--- config.mk ---
export PLATFORM = sky130hd
export DESIGN_NAME = pipe_skid_reg
export DESIGN_NICKNAME = d
export VERILOG_FILES = /design/src/rtl/pipe_pkg.sv /design/src/rtl/sat_counter.sv /design/src/rtl/pipe_skid_reg.sv
export SDC_FILE = /design/constraint.sdc
export NUM_CORES = 1
export LEC_CHECK = 0
export BUFFER_PORTS_ARGS = -buffer_cell sky130_fd_sc_hd__buf_2
export CAP_MARGIN = 20
export CORE_ASPECT_RATIO = 0.5
export CORE_UTILIZATION = 48
export DETAILED_ROUTE_END_ITERATION = 16
export GPL_ROUTABILITY_DRIVEN = 0
export PLACE_DENSITY = 0.83
export SLEW_MARGIN = 30
export SYNTH_ARGS = -nofsm -noshare
export SYNTH_HDL_FRONTEND = slang
export SYNTH_HIERARCHICAL = 1
export SYNTH_SLANG_ARGS = --single-unit
export TNS_END_PERCENT = 10
--- constraint.sdc ---
create_clock -name clk -period 2.1 [get_ports clk]
set_clock_uncertainty 0.2 [all_clocks]
set_input_delay 0.21 -clock clk [delete_from_list [all_inputs] [get_ports clk]]
set_output_delay 0.21 -clock clk [all_outputs]
set_load 0.005 [all_outputs]
--- src/rtl/pipe_pkg.sv ---
// -----------------------------------------------------------------------------
// pipe_pkg
// Shared definitions for the inter-stage pipeline register family.
//   state_t            : handshake FSM encoding of pipe_skid_reg
//   DEFAULT_DATA_WIDTH : default payload bundle width
//   DEFAULT_CNT_WIDTH  : default width of performance/stall counters
// -----------------------------------------------------------------------------
package pipe_pkg;

    // EMPTY: nothing held; FULL: main register valid; SKID: main and skid valid.
    typedef enum logic [1:0] {
        ST_EMPTY = 2'b00,
        ST_FULL  = 2'b01,
        ST_SKID  = 2'b10
    } state_t;

    localparam int DEFAULT_DATA_WIDTH = 32;
    localparam int DEFAULT_CNT_WIDTH  = 16;

endpackage : pipe_pkg

--- src/rtl/sat_counter.sv ---
// -----------------------------------------------------------------------------
// sat_counter
// Saturating up-counter for performance debug. Counts cycles where inc=1,
// sticks at all-ones, and clears synchronously (clear beats increment).
// Ports:
//   clk   in   core clock, rising edge
//   rst_n in   synchronous active-low reset, count -> 0
//   inc   in   count this cycle
//   clr   in   synchronous clear, count -> 0 next cycle
//   count out  WIDTH-bit counter value (registered)
// -----------------------------------------------------------------------------
module sat_counter #(
    parameter int WIDTH = 16
) (
    input  logic             clk,
    input  logic             rst_n,
    input  logic             inc,
    input  logic             clr,
    output logic [WIDTH-1:0] count
);

    localparam logic [WIDTH-1:0] CNT_MAX = '1;

    logic [WIDTH-1:0] count_q;
    logic [WIDTH-1:0] count_d;

    // NOTE: every always_comb output gets a default first, so no path can
    // leave it unassigned and infer a latch.
    always_comb begin
        count_d = count_q;
        if (clr) begin
            count_d = '0;
        end else if (inc && (count_q != CNT_MAX)) begin
            count_d = count_q + WIDTH'(1);
        end
    end

    // NOTE: state flops use non-blocking assignments so every flop samples
    // the pre-edge value of every other flop.
    always_ff @(posedge clk) begin
        if (!rst_n) begin
            count_q <= '0;
        end else begin
            count_q <= count_d;
        end
    end

    assign count = count_q;

endmodule : sat_counter

--- src/rtl/pipe_skid_reg.sv ---
// -----------------------------------------------------------------------------
// pipe_skid_reg
// Inter-stage pipeline register with a 2-entry skid buffer. in_ready is a
// decode of the state register only, so downstream back-pressure never forms
// a combinational path to the upstream stage. Supports a squash (flush) and a
// saturating stall-cycle counter.
// Ports:
//   clk           in   core clock, rising edge
//   rst_n         in   synchronous active-low reset
//   flush         in   drop all held beats and the incoming beat this cycle
//   in_valid      in   upstream beat present
//   in_ready      out  register can accept a beat (state != SKID)
//   in_data       in   upstream payload
//   out_valid     out  beat presented downstream (state != EMPTY)
//   out_ready     in   downstream accepts the beat
//   out_data      out  downstream payload, straight from the main register
//   clr_stall_cnt in   synchronous clear of stall_cnt
//   stall_cnt     out  saturating count of cycles with out_valid & !out_ready
// -----------------------------------------------------------------------------
module pipe_skid_reg
    import pipe_pkg::*;
#(
    parameter int DATA_WIDTH = DEFAULT_DATA_WIDTH,
    parameter int CNT_WIDTH  = DEFAULT_CNT_WIDTH
) (
    input  logic                  clk,
    input  logic                  rst_n,
    input  logic                  flush,
    input  logic                  in_valid,
    output logic                  in_ready,
    input  logic [DATA_WIDTH-1:0] in_data,
    output logic                  out_valid,
    input  logic                  out_ready,
    output logic [DATA_WIDTH-1:0] out_data,
    input  logic                  clr_stall_cnt,
    output logic [CNT_WIDTH-1:0]  stall_cnt
);

    state_t                state_q;
    state_t                state_d;
    logic [DATA_WIDTH-1:0] main_q;
    logic [DATA_WIDTH-1:0] main_d;
    logic [DATA_WIDTH-1:0] skid_q;
    logic [DATA_WIDTH-1:0] skid_d;
    logic                  stall_inc;

    always_comb begin
        state_d = state_q;
        main_d  = main_q;
        skid_d  = skid_q;

        unique case (state_q)
            ST_EMPTY: begin
                if (in_valid) begin
                    main_d  = in_data;
                    state_d = ST_FULL;
                end
            end
            ST_FULL: begin
                if (out_ready) begin
                    // Main beat leaves; refill it directly or drain to EMPTY.
                    if (in_valid) begin
                        main_d = in_data;
                    end else begin
                        state_d = ST_EMPTY;
                    end
                end else if (in_valid) begin
                    // in_ready was already 1, so this beat must be caught.
                    skid_d  = in_data;
                    state_d = ST_SKID;
                end
            end
            ST_SKID: begin
                // in_ready=0 here, so in_data is ignored.
                if (out_ready) begin
                    main_d  = skid_q;
                    state_d = ST_FULL;
                end
            end
            default: begin
                state_d = ST_EMPTY;
            end
        endcase

        // Squash: invalidate everything and drop the incoming beat. A
        // downstream handshake this cycle has still completed. Data contents
        // are don't-care while invalid, so they are simply held.
        if (flush) begin
            state_d = ST_EMPTY;
            main_d  = main_q;
            skid_d  = skid_q;
        end
    end

    always_ff @(posedge clk) begin
        if (!rst_n) begin
            state_q <= ST_EMPTY;
            main_q  <= '0;
            skid_q  <= '0;
        end else begin
            state_q <= state_d;
            main_q  <= main_d;
            skid_q  <= skid_d;
        end
    end

    assign in_ready  = (state_q != ST_SKID);
    assign out_valid = (state_q != ST_EMPTY);
    assign out_data  = main_q;

    assign stall_inc = out_valid & ~out_ready;

    sat_counter #(
        .WIDTH (CNT_WIDTH)
    ) u_stall_cnt (
        .clk   (clk),
        .rst_n (rst_n),
        .inc   (stall_inc),
        .clr   (clr_stall_cnt),
        .count (stall_cnt)
    );

endmodule : pipe_skid_reg
==> out/results.ini, run 1 <==
[final_layout]
final_nets = 551
area_growth_pct = 31.4
diodes = 0
fillers = 557
drive_gt1_share_pct = 25.9
final_util_pct = 65.8

[critical_path]
rr_startpoint = state_q[0]$_SDFFE_PP0P_
path_cells = dlygate4sd3_1 > buf_2 > nor2b_2 > and4_2 > o311ai_2 > o31a_1 > o21a_1
crit_path_start_kind = input pin
arrival_ns = 2.05
required_ns = 2.13
r2r_setup_slack_ns = 0.09
cp_max_fo = 6
cp-end-kind = flop
critPathSlowestCell = dlygate4sd3_1
cpPeakStageDelay_ns = 0.53
reg2reg_depth = 6
timing.rr.end = u_stall_cnt/count[14]$_SDFFE_PP0P_
worstSetupPathType = input pin to flop

[synthesis]
ys_seq_area_share_pct = 44.2
yosys_warnings = 6
avgSynthCellArea_um2 = 9.25
yosysTopAreaCell = dfxtp_1
yosysTopAreaCellShare_pct = 44.2
synth_edf_count = 0
synth.area.top_cells = dfxtp_1, mux2i_1, nand2_1
synth_cell_types = 51
yosysMostFrequentCell = dfxtp_1
synthTopCellsByCount = dfxtp_1, nand2_1, a21oi_1, nor4_1, mux2i_1
synth_flop_cell = dfxtp_1
ys_ff_latch = 82
syn_nets = 440
synth_cells = 401
synthArstFlopShare_pct = 0
syn_area_um2 = 3710

[floorplan]
pin_count = 88
start_util_pct = 50.1
die_h_um = 64.2
die_area_um2 = 8110
core_area_um2 = 7400
placementRows = 22
chipWidth_um = 126

[worst_hold_path]
hold_start = clr_stall_cnt
hold_depth = 3
holdPathEnd = u_stall_cnt/count[14]$_SDFFE_PP0P_
hold_class = input pin to flop

[clock_tree]
cts-root-buf = clkbuf_16
cts_sinks = 82
clock_latency_ns = 0.33
clkTransAtPathRegs_ns = 0.06
cts_buffers = 9
cts_tree = yes
cts_buffer_depth = 2
ctsHtreeMaxLevel = 3

[routing]
ant_nets = 0
wl_per_cell_um = 15.9
viasPerCell = 5.81
vias = 3563
first_pass_iters = 5
dr.first_iter.drc_count = 218
totalWireLength_um = 9720
drc = 0

[timing]
worstMarginPinSlew_ns = 0.481
fin_crit_ns = 2.01
slew_viol_final = 0
rsz0062_at_grt = no
fmax_ghz = 0.497
slew-limit-headroom_pct = 67.9
finalSetupViolCount = 0
period_share_pct = 95.9
tns_ns = 0
finalHoldViolCount = 0

[global_route]
antenna_found_initial = 0
grt_pass1_wl_um = 16000
grt_start_max_net_pins = 41
grt_usage_pct = 25.2
overflow = 0
first_global_vias = 3366

[power]
leakage_nw = 2.17
powerDensity_nw_per_um2 = 752
ir_drop_v = 0.000378

[outcome]
outcome = finished clean

[placement]
io_buffers = 87
hpwl_um = 5880

[job]
drv_cap = 0

## cells by family (layout without fill, tap and decap cells)
family | after synthesis | in the layout | share of synthesized area (%)
AOI/OAI and AO/OA | 91 | 91 | 17.9
xor gates and xnor gates | 4 | 4 | 0.945
adders and majority gates | 1 | 1 | 0.337
buffers and inverters | 37 | 153 | 5.63
DFF | 82 | 82 | 44.2
muxes | 33 | 33 | 8.90
and+or+nand+nor | 153 | 153 | 22.0
## flip-flops by register name, indices dropped and copies added (netlist names)
| register | flops |
|---|---|
| out_data | 32 |
| skid_q | 32 |
| state_q | 2 |
| u_stall_cnt/count | 16 |
## per-layer routing
metal / track usage (%) / vias to the layer above / wire [um]
li1: - / 1695 / -
met1: 29.8 / 1698 / 4230
met2: 42.0 / 138 / 4650
met3: 7.20 / 32 / 569
met4: 13.3 / 0 / 263
met5: 0 / - / 0
## where the power goes
| group | switching [W] | internal [W] |
|---|---|---|
| Combinational | 0.000169 | 0.000159 |
| Sequential | 0.0000204 | 0.00159 |
| Clock | 0.000642 | 0.00108 |
| Total | 0.000831 | 0.00284 |
## worst max-delay path by stage
stage | endpoint | slack (ns) | startpoint | cells after the start
after global routing | u_stall_cnt/count[13]$_SDFFE_PP0P_ | 0.00003 | state_q[0]$_SDFFE_PP0P_ | 6
final | u_stall_cnt/count[14]$_SDFFE_PP0P_ | 0.09 | out_ready | 7
after floorplan | u_stall_cnt/count[13]$_SDFFE_PP0P_ | 0.09 | state_q[1]$_SDFFE_PP0P_ | 6
after CTS | u_stall_cnt/count[13]$_SDFFE_PP0P_ | 0.05 | state_q[0]$_SDFFE_PP0P_ | 6
after detailed placement | u_stall_cnt/count[13]$_SDFFE_PP0P_ | 0.06 | state_q[0]$_SDFFE_PP0P_ | 6
after global placement | u_stall_cnt/count[9]$_SDFFE_PP0P_ | 0.14 | state_q[0]$_SDFFE_PP0P_ | 6
## what timing repair did
| action | 4_1_cts | 5_1_grt |
|---|---|---|
| hold endpoints to repair | 33 | 0 |
| setup buffers | 0 | 0 |
| hold buffers | 33 | 0 |
| setup endpoints to repair | 0 | 5 |
| resized for setup | 0 | 4 |
## metrics by stage
step,std cells,power (W),setup WS [ns],hold WS (ns),cell area [um2]
after floorplan,401,0.00180,0.0944,0.102,3710
after global placement,564,0.00191,0.137,0.241,4210
after detailed placement,564,0.00192,0.0574,0.246,4210
after CTS,613,0.00369,0.0547,0.0151,4870
after global routing,613,0.00380,0.0000251,0.0468,4880
final,613,0.00367,0.0860,0.0270,4880
## critical path, delay by kind of cell
family,cells,cell delay (ns)
AO/OA/AOI/OAI,3,0.66
buffers and inverters,2,0.68
AND/OR/NAND/NOR,2,0.49
## placed cells by master (no fill, tap or decap), types with 2 or more instances in the layout
| cell type | instances |
|---|---|
| dlygate4sd3_1 | 33 |
| nand2_1 | 71 |
| nand4_4 | 2 |
| o311ai_1 | 2 |
| o21ai_0 | 4 |
| nand2b_1 | 3 |
| and2_1 | 3 |
| inv_6 | 2 |
| clkbuf_16 | 9 |
| o21a_1 | 2 |
| or3_1 | 3 |
| nor2_1 | 10 |
| a31o_1 | 30 |
| nor3_1 | 2 |
| a21oi_1 | 37 |
| nand2b_2 | 2 |
| nor2b_2 | 2 |
| o31ai_1 | 2 |
| inv_1 | 2 |
| or4_1 | 2 |
| buf_2 | 87 |
| mux2i_1 | 33 |
| buf_12 | 2 |
| nand3_1 | 4 |
| nor4_1 | 35 |
| a31o_2 | 2 |
| dfxtp_1 | 82 |
| o41ai_1 | 2 |
| bufinv_16 | 2 |
| xor2_1 | 3 |
| nand4_1 | 2 |
| buf_4 | 12 |
## final cells by class
class                           instances  area [um2]  share of cell area (%)
Sequential cell                        82        1640                    33.7
Timing Repair Buffer                  134         896                    18.4
Clock buffer                           11         243                    4.98
Tap cell                               96         120                    2.46
Multi-Input combinational cell        282        1880                    38.5
Inverter                                3        11.3                   0.231
Clock inverter                          5        85.1                    1.74
Note: power is estimated with default switching activity, not from simulation.
==> run 2, diff against run 1 <==
--- a/config.mk
+++ b/config.mk
@@ -7,12 +7,12 @@
 export LEC_CHECK = 0
 export BUFFER_PORTS_ARGS = -buffer_cell sky130_fd_sc_hd__buf_2
 export CAP_MARGIN = 20
-export CORE_ASPECT_RATIO = 0.5
+export CORE_ASPECT_RATIO = 0.8
 export CORE_UTILIZATION = 48
 export DETAILED_ROUTE_END_ITERATION = 16
 export GPL_ROUTABILITY_DRIVEN = 0
-export PLACE_DENSITY = 0.83
-export SLEW_MARGIN = 30
+export PLACE_DENSITY = 0.72
+export SLEW_MARGIN = 20
 export SYNTH_ARGS = -nofsm -noshare
 export SYNTH_HDL_FRONTEND = slang
 export SYNTH_HIERARCHICAL = 1
==> run 2 against run 1 <==
  * Sequential power is essentially flat
  * Final cell count grew 2.0%
  * Wire length is 2.5% lower
  * Sequential cell count unchanged
==> out/results.ini, run 2 (synthesized netlist as in run 1, its figures left out) <==
[global_route]
use_met3_pct = 8.09  ; was 7.20%
antenna_found_initial = 0  ; unchanged
grt_start_max_net_pins = 67  ; was 41
grt_usage_pct = 23.9  ; was 25.2%
met1_usage_pct = 29.3  ; was 29.8%
grt_pass1_wl_um = 14900  ; was 16000 um
top_usage_layer = met2  ; unchanged
met2_usage_pct = 40.0  ; was 42.0%
first_global_vias = 3135  ; was 3366
overflow = 0  ; unchanged

[critical_path]
critPathSlowestCell = or4_1  ; was dlygate4sd3_1
required_ns = 2.18  ; was 2.13 ns
path_depth = 6  ; was 7
cpPeakStageDelay_ns = 0.42  ; was 0.53 ns
reg2reg_depth = 6  ; unchanged
critPathCapture = u_stall_cnt/count[13]$_SDFFE_PP0P_  ; was u_stall_cnt/count[14]$_SDFFE_PP0P_
arrival_ns = 2.06  ; was 2.05 ns
cp_max_fo = 9  ; was 6
crit_start = state_q[1]$_SDFFE_PP0P_  ; was out_ready
r2r_setup_slack_ns = 0.11  ; was 0.09 ns
path_cells = or2_2 > nor2b_2 > and4_2 > nand3_4 > or4_1 > a21oi_1  ; was dlygate4sd3_1 > buf_2 > nor2b_2 > and4_2 > o311ai_2 > o31a_1 > o21a_1
path_buf_inv = 0  ; was 2
path_delay_family = simple AND/OR/NAND/NOR gates  ; was buffers and inverters
cp-end-kind = flop  ; unchanged
worstSetupPathType = flop to flop  ; was input pin to flop
timing.rr.end = u_stall_cnt/count[13]$_SDFFE_PP0P_  ; was u_stall_cnt/count[14]$_SDFFE_PP0P_
crit_path_start_kind = flop  ; was input pin
rr_startpoint = state_q[1]$_SDFFE_PP0P_  ; was state_q[0]$_SDFFE_PP0P_

[routing]
vias = 3482  ; was 3563
dr.first_iter.drc_count = 115  ; was 218
totalWireLength_um = 9480  ; was 9720 um
wl_per_cell_um = 15.2  ; was 15.9 um
drc = 0  ; unchanged
viasPerCell = 5.57  ; was 5.81
first_pass_iters = 5  ; unchanged
ant_nets = 0  ; unchanged

[clock_tree]
ctsHtreeMaxLevel = 3  ; unchanged
cts-root-buf = clkbuf_8  ; was clkbuf_16
cts_buffer_depth = 2  ; unchanged
post_cts_buffers = 0  ; unchanged
cts_tree = yes  ; unchanged
cts_sinks = 82  ; unchanged
cts_buffers = 9  ; unchanged
clock_latency_ns = 0.35  ; was 0.33 ns
clkTransAtPathRegs_ns = 0.08  ; was 0.06 ns

[final_layout]
fillers = 646  ; was 557
area_growth_pct = 28.9  ; was 31.4%
multiInputGateArea_um2 = 1880  ; about the same
drive_gt1_share_pct = 26.0  ; was 25.9%
final_nets = 554  ; was 551
mostFrequentLayoutCells = buf_2, dfxtp_1, nand2_1  ; unchanged
diodes = 0  ; unchanged
final_util_pct = 64.4  ; was 65.8%
layout_commonest_cell = buf_2  ; unchanged
seqCellArea_um2 = 1640  ; unchanged

[placement]
hpwl_um = 6060  ; was 5880 um
io_buffers = 87  ; unchanged

[timing]
worstMarginPinSlew_ns = 0.513  ; was 0.481 ns
finalHoldViolCount = 0  ; unchanged
hold_slack_ns = 0.0238  ; was 0.0270 ns
period_share_pct = 94.5  ; was 95.9%
finalSetupViolCount = 0  ; unchanged
fmax_ghz = 0.504  ; was 0.497 GHz
fin_crit_ns = 1.99  ; was 2.01 ns
slew_viol_final = 0  ; unchanged
slew-limit-headroom_pct = 65.6  ; was 67.9%

[floorplan]
placementRows = 28  ; was 22
die_area_um2 = 8090  ; was 8110 um2
chipWidth_um = 100  ; was 126 um
core_area_um2 = 7430  ; was 7400 um2
pin_count = 88  ; unchanged
die_h_um = 80.6  ; was 64.2 um
start_util_pct = 49.9  ; was 50.1%

[worst_hold_path]
hold_class = input pin to flop  ; unchanged

[power]
ir_drop_v = 0.000435  ; was 0.000378 V
powerDensity_nw_per_um2 = 636  ; was 752 nW/um2
power.total_w = 0.00304  ; was 0.00367 W
leakage_nw = 2.13  ; was 2.17 nW

[outcome]
outcome = finished clean  ; unchanged

[job]
drv_cap = 0  ; unchanged

[run 2: metal layers]
layer  wire length [um]  share of wire, %  up-vias
li1                   -                 -     1700
met4                 68              0.72        0
met1               4560                48     1680
met2               4360                46       92
met5                  0                 0        -
met3                490               5.2       10
[run 2: cell type report]
| type | instances | share of cell area (%) |
|---|---|---|
| Clock buffer | 11 | 2.75 |
| Clock inverter | 5 | 1.15 |
| Inverter | 3 | 0.235 |
| Multi-Input combinational cell | 282 | 39.3 |
| Sequential cell | 82 | 34.3 |
| Tap cell | 105 | 2.75 |
| Timing Repair Buffer | 137 | 19.5 |
[run 2: worst min-delay path by stage]
stage | to | cells past startpoint | startpoint | slack, ns
CTS | u_stall_cnt/count[14]$_SDFFE_PP0P_ | 3 | clr_stall_cnt | 0.005
global route | u_stall_cnt/count[14]$_SDFFE_PP0P_ | 3 | clr_stall_cnt | 0.02
finish | u_stall_cnt/count[14]$_SDFFE_PP0P_ | 3 | clr_stall_cnt | 0.02
floorplan | state_q[1]$_SDFFE_PP0P_ | 1 | out_ready | 0.10
global placement | skid_q[15]$_SDFFE_PN0P_ | 2 | skid_q[15]$_SDFFE_PN0P_ | 0.24
detailed placement | skid_q[23]$_SDFFE_PN0P_ | 2 | skid_q[23]$_SDFFE_PN0P_ | 0.25
[run 2: repair_timing]
action,in CTS,in global routing
hold buffers,34,0
endpoints found under the hold margin,34,0
gates resized for setup,0,1
endpoints found under the setup margin,0,4
[run 2: through the flow]
| stage | cell area [um2] | setup slack, ns | std cells | TNS, ns |
|---|---|---|---|---|
| 3_5_place_dp | 4250 | 0.0443 | 575 | 0 |
| 4_1_cts | 4780 | 0.0280 | 625 | 0 |
| 5_1_grt | 4780 | -0.0120 | 625 | -0.0120 |
| 3_3_place_gp | 4250 | 0.132 | 575 | 0 |
| 6_report | 4780 | 0.115 | 625 | 0 |
| 2_1_floorplan | 3710 | 0.0944 | 401 | 0 |
[run 2: report_power, final]
group | internal (W) | switching [W] | leakage, nW | total (W)
registers | 0.00159 | 0.0000193 | 0.665 | 0.00161
logic | 0.000160 | 0.000167 | 1.37 | 0.000328
clock network | 0.000546 | 0.000556 | 0.0893 | 0.00110
[run 2: tightest hold or removal path: stages]
cell     delay, ns
buf_2         0.08
nor2b_1       0.11
o21a_1        0.13
==> run 3, diff against run 2 <==
--- a/config.mk
+++ b/config.mk
@@ -8,10 +8,10 @@
 export BUFFER_PORTS_ARGS = -buffer_cell sky130_fd_sc_hd__buf_2
 export CAP_MARGIN = 20
 export CORE_ASPECT_RATIO = 0.8
-export CORE_UTILIZATION = 48
+export CORE_UTILIZATION = 57
 export DETAILED_ROUTE_END_ITERATION = 16
 export GPL_ROUTABILITY_DRIVEN = 0
-export PLACE_DENSITY = 0.72
+export PLACE_DENSITY = 0.81
 export SLEW_MARGIN = 20
 export SYNTH_ARGS = -nofsm -noshare
 export SYNTH_HDL_FRONTEND = slang
==> constraint.sdc (replaced) <==
create_clock -name clk -period 2.42 [get_ports clk]
set_clock_uncertainty 0.2 [all_clocks]
set_input_delay 0.242 -clock clk [delete_from_list [all_inputs] [get_ports clk]]
set_output_delay 0.242 -clock clk [all_outputs]
set_load 0.005 [all_outputs]
==> run 3 against run 2 <==
  * Non-clock buffer count decreased by 5
  * Sequential power decreased by 13%
  * Setup slack gained 0.055 ns
  * Utilization is 13 points higher
  * First-iteration DRC count rose by 57%
  * Largest cell class unchanged
==> out/results.ini, run 3 (synthesized netlist as in run 1, its figures left out) <==
[outcome]
outcome = finished clean  ; unchanged

[floorplan]
start_util_pct = 60.8  ; was 49.9%
placementRows = 25  ; was 28
core_area_um2 = 6100  ; was 7430 um2
pin_count = 88  ; unchanged
die_area_um2 = 6840  ; was 8090 um2
chipWidth_um = 92.2  ; was 100 um
die_h_um = 74.2  ; was 80.6 um

[clock_tree]
clock_latency_ns = 0.35  ; about the same
cts-root-buf = clkbuf_8  ; unchanged
cts_sinks = 82  ; unchanged
cts_tree = yes  ; unchanged
cts_buffer_depth = 2  ; unchanged
ctsHtreeMaxLevel = 3  ; unchanged
post_cts_buffers = 0  ; unchanged
cts_buffers = 9  ; unchanged
clkTransAtPathRegs_ns = 0.08  ; about the same

[critical_path]
critPathCapture = u_stall_cnt/count[9]$_SDFFE_PP0P_  ; was u_stall_cnt/count[13]$_SDFFE_PP0P_
reg2reg_depth = 6  ; unchanged
cp-end-kind = flop  ; unchanged
worstSetupPathType = flop to flop  ; unchanged
crit_path_start_kind = flop  ; unchanged
rr_startpoint = state_q[1]$_SDFFE_PP0P_  ; unchanged
timing.rr.end = u_stall_cnt/count[9]$_SDFFE_PP0P_  ; was u_stall_cnt/count[13]$_SDFFE_PP0P_
arrival_ns = 2.33  ; was 2.06 ns
cp_max_fo = 9  ; unchanged
r2r_setup_slack_ns = 0.17  ; was 0.11 ns
crit_start = state_q[1]$_SDFFE_PP0P_  ; unchanged
required_ns = 2.50  ; was 2.18 ns

[timing]
fmax_ghz = 0.444  ; was 0.504 GHz
finalSetupViolCount = 0  ; unchanged
period_share_pct = 93.0  ; was 94.5%
worstMarginPinSlew_ns = 0.537  ; was 0.513 ns
rsz0062_at_grt = no
finalHoldViolCount = 0  ; unchanged
slew-limit-headroom_pct = 64.2  ; was 65.6%
fin_crit_ns = 2.25  ; was 1.99 ns
tns_ns = 0  ; unchanged
slew_viol_final = 0  ; unchanged

[worst_hold_path]
hold_class = input pin to flop  ; unchanged

[routing]
vias = 3496  ; was 3482
ant_nets = 0  ; unchanged
dr.first_iter.drc_count = 180  ; was 115
first_pass_iters = 4  ; was 5
totalWireLength_um = 9380  ; was 9480 um
drc = 0  ; unchanged
wl_per_cell_um = 15.8  ; was 15.2 um
viasPerCell = 5.90  ; was 5.57

[final_layout]
mostFrequentLayoutCells = buf_2, dfxtp_1, nand2_1  ; unchanged
final_nets = 549  ; was 554
multiInputGateArea_um2 = 1880  ; about the same
layout_commonest_cell = buf_2  ; unchanged
final_cells = 593  ; was 625
stdcell_area_um2 = 4700  ; was 4780 um2
final_util_pct = 77.1  ; was 64.4%
area_growth_pct = 26.8  ; was 28.9%
seqCellArea_um2 = 1640  ; unchanged
fillers = 446  ; was 646
drive_gt1_share_pct = 25.2  ; was 26.0%
diodes = 0  ; unchanged

[global_route]
grt_pass1_wl_um = 15300  ; was 14900 um
first_global_vias = 3293  ; was 3135
grt_usage_pct = 28.7  ; was 23.9%
antenna_found_initial = 0  ; unchanged
overflow = 0  ; unchanged
grt_start_max_net_pins = 33  ; was 67

[placement]
placed_area_um2 = 4190  ; was 4250 um2
hpwl_um = 6110  ; was 6060 um
placed_cells = 547  ; was 575
io_buffers = 87  ; unchanged

[power]
power.total_w = 0.00263  ; was 0.00304 W
ir_drop_v = 0.000445  ; was 0.000435 V
leakage_nw = 2.10  ; was 2.13 nW
powerDensity_nw_per_um2 = 558  ; was 636 nW/um2

[job]
drv_cap = 0  ; unchanged

==> run 3: changes by cell type in the layout (fill, tap and decap cells not counted) <==
cell,change
buf_4,-4
clkbuf_1,-2
clkbuf_8,+1
clkinv_2,-1
clkinvlp_4,-1
dlygate4sd3_1,-1
nor2b_1,+1
nor2b_2,-1
==> run 3: timing repair <==
action | CTS | global route
endpoints found under the setup margin | 0 | 0
resized for setup | 0 | 0
hold buffers | 33 | 0
endpoints found under the hold margin | 33 | 0
==> run 3: worst max-delay path: stages, from the launching register on <==
cell	delay [ns]
dfxtp_1	0.44
or2_2	0.16
nor2b_1	0.29
and4_2	0.36
nand3_4	0.14
or4_1	0.43
a21oi_1	0.15
==> run 3: worst min path at each step <==
| stage | cells past startpoint | startpoint | slack (ns) | to |
|---|---|---|---|---|
| after floorplan | 1 | out_ready | 0.13 | state_q[1]$_SDFFE_PP0P_ |
| after global placement | 2 | skid_q[13]$_SDFFE_PN0P_ | 0.24 | skid_q[13]$_SDFFE_PN0P_ |
| after detailed placement | 2 | skid_q[8]$_SDFFE_PN0P_ | 0.25 | skid_q[8]$_SDFFE_PN0P_ |
| after CTS | 2 | flush | 0.04 | state_q[0]$_SDFFE_PP0P_ |
| after global routing | 2 | flush | 0.06 | state_q[0]$_SDFFE_PP0P_ |
| final | 2 | flush | 0.07 | state_q[0]$_SDFFE_PP0P_ |
==> run 3: metrics by stage <==
step / hold slack [ns] / setup WS, ns
finish: 0.0678 / 0.169
global route: 0.0617 / 0.0262
CTS: 0.0358 / 0.191
detailed placement: 0.247 / 0.209
global placement: 0.241 / 0.306
floorplan: 0.134 / 0.414
==> run 3: final cells by class <==
type	instances	share of cell area [%]
Timing Repair Buffer	132	19.0
Clock inverter	3	0.904
Inverter	3	0.239
Sequential cell	82	34.9
Multi-Input combinational cell	282	39.9
Tap cell	81	2.15
Clock buffer	10	2.93
==> run 3: per-layer routing <==
layer | track usage [%] | part of all wire, % | vias to the layer above
met5 | 0 | 0 | -
li1 | - | - | 1682
met3 | 7.16 | 5.6 | 17
met4 | 10.6 | 2.1 | 0
met2 | 49.5 | 48 | 125
met1 | 35.3 | 44 | 1672
==> run 3: where the power goes <==
group	leakage (nW)	switching, W	internal, W
sequential	0.665	0.0000181	0.00138
combinational	1.35	0.000144	0.000137
clock	0.0901	0.000459	0.000486
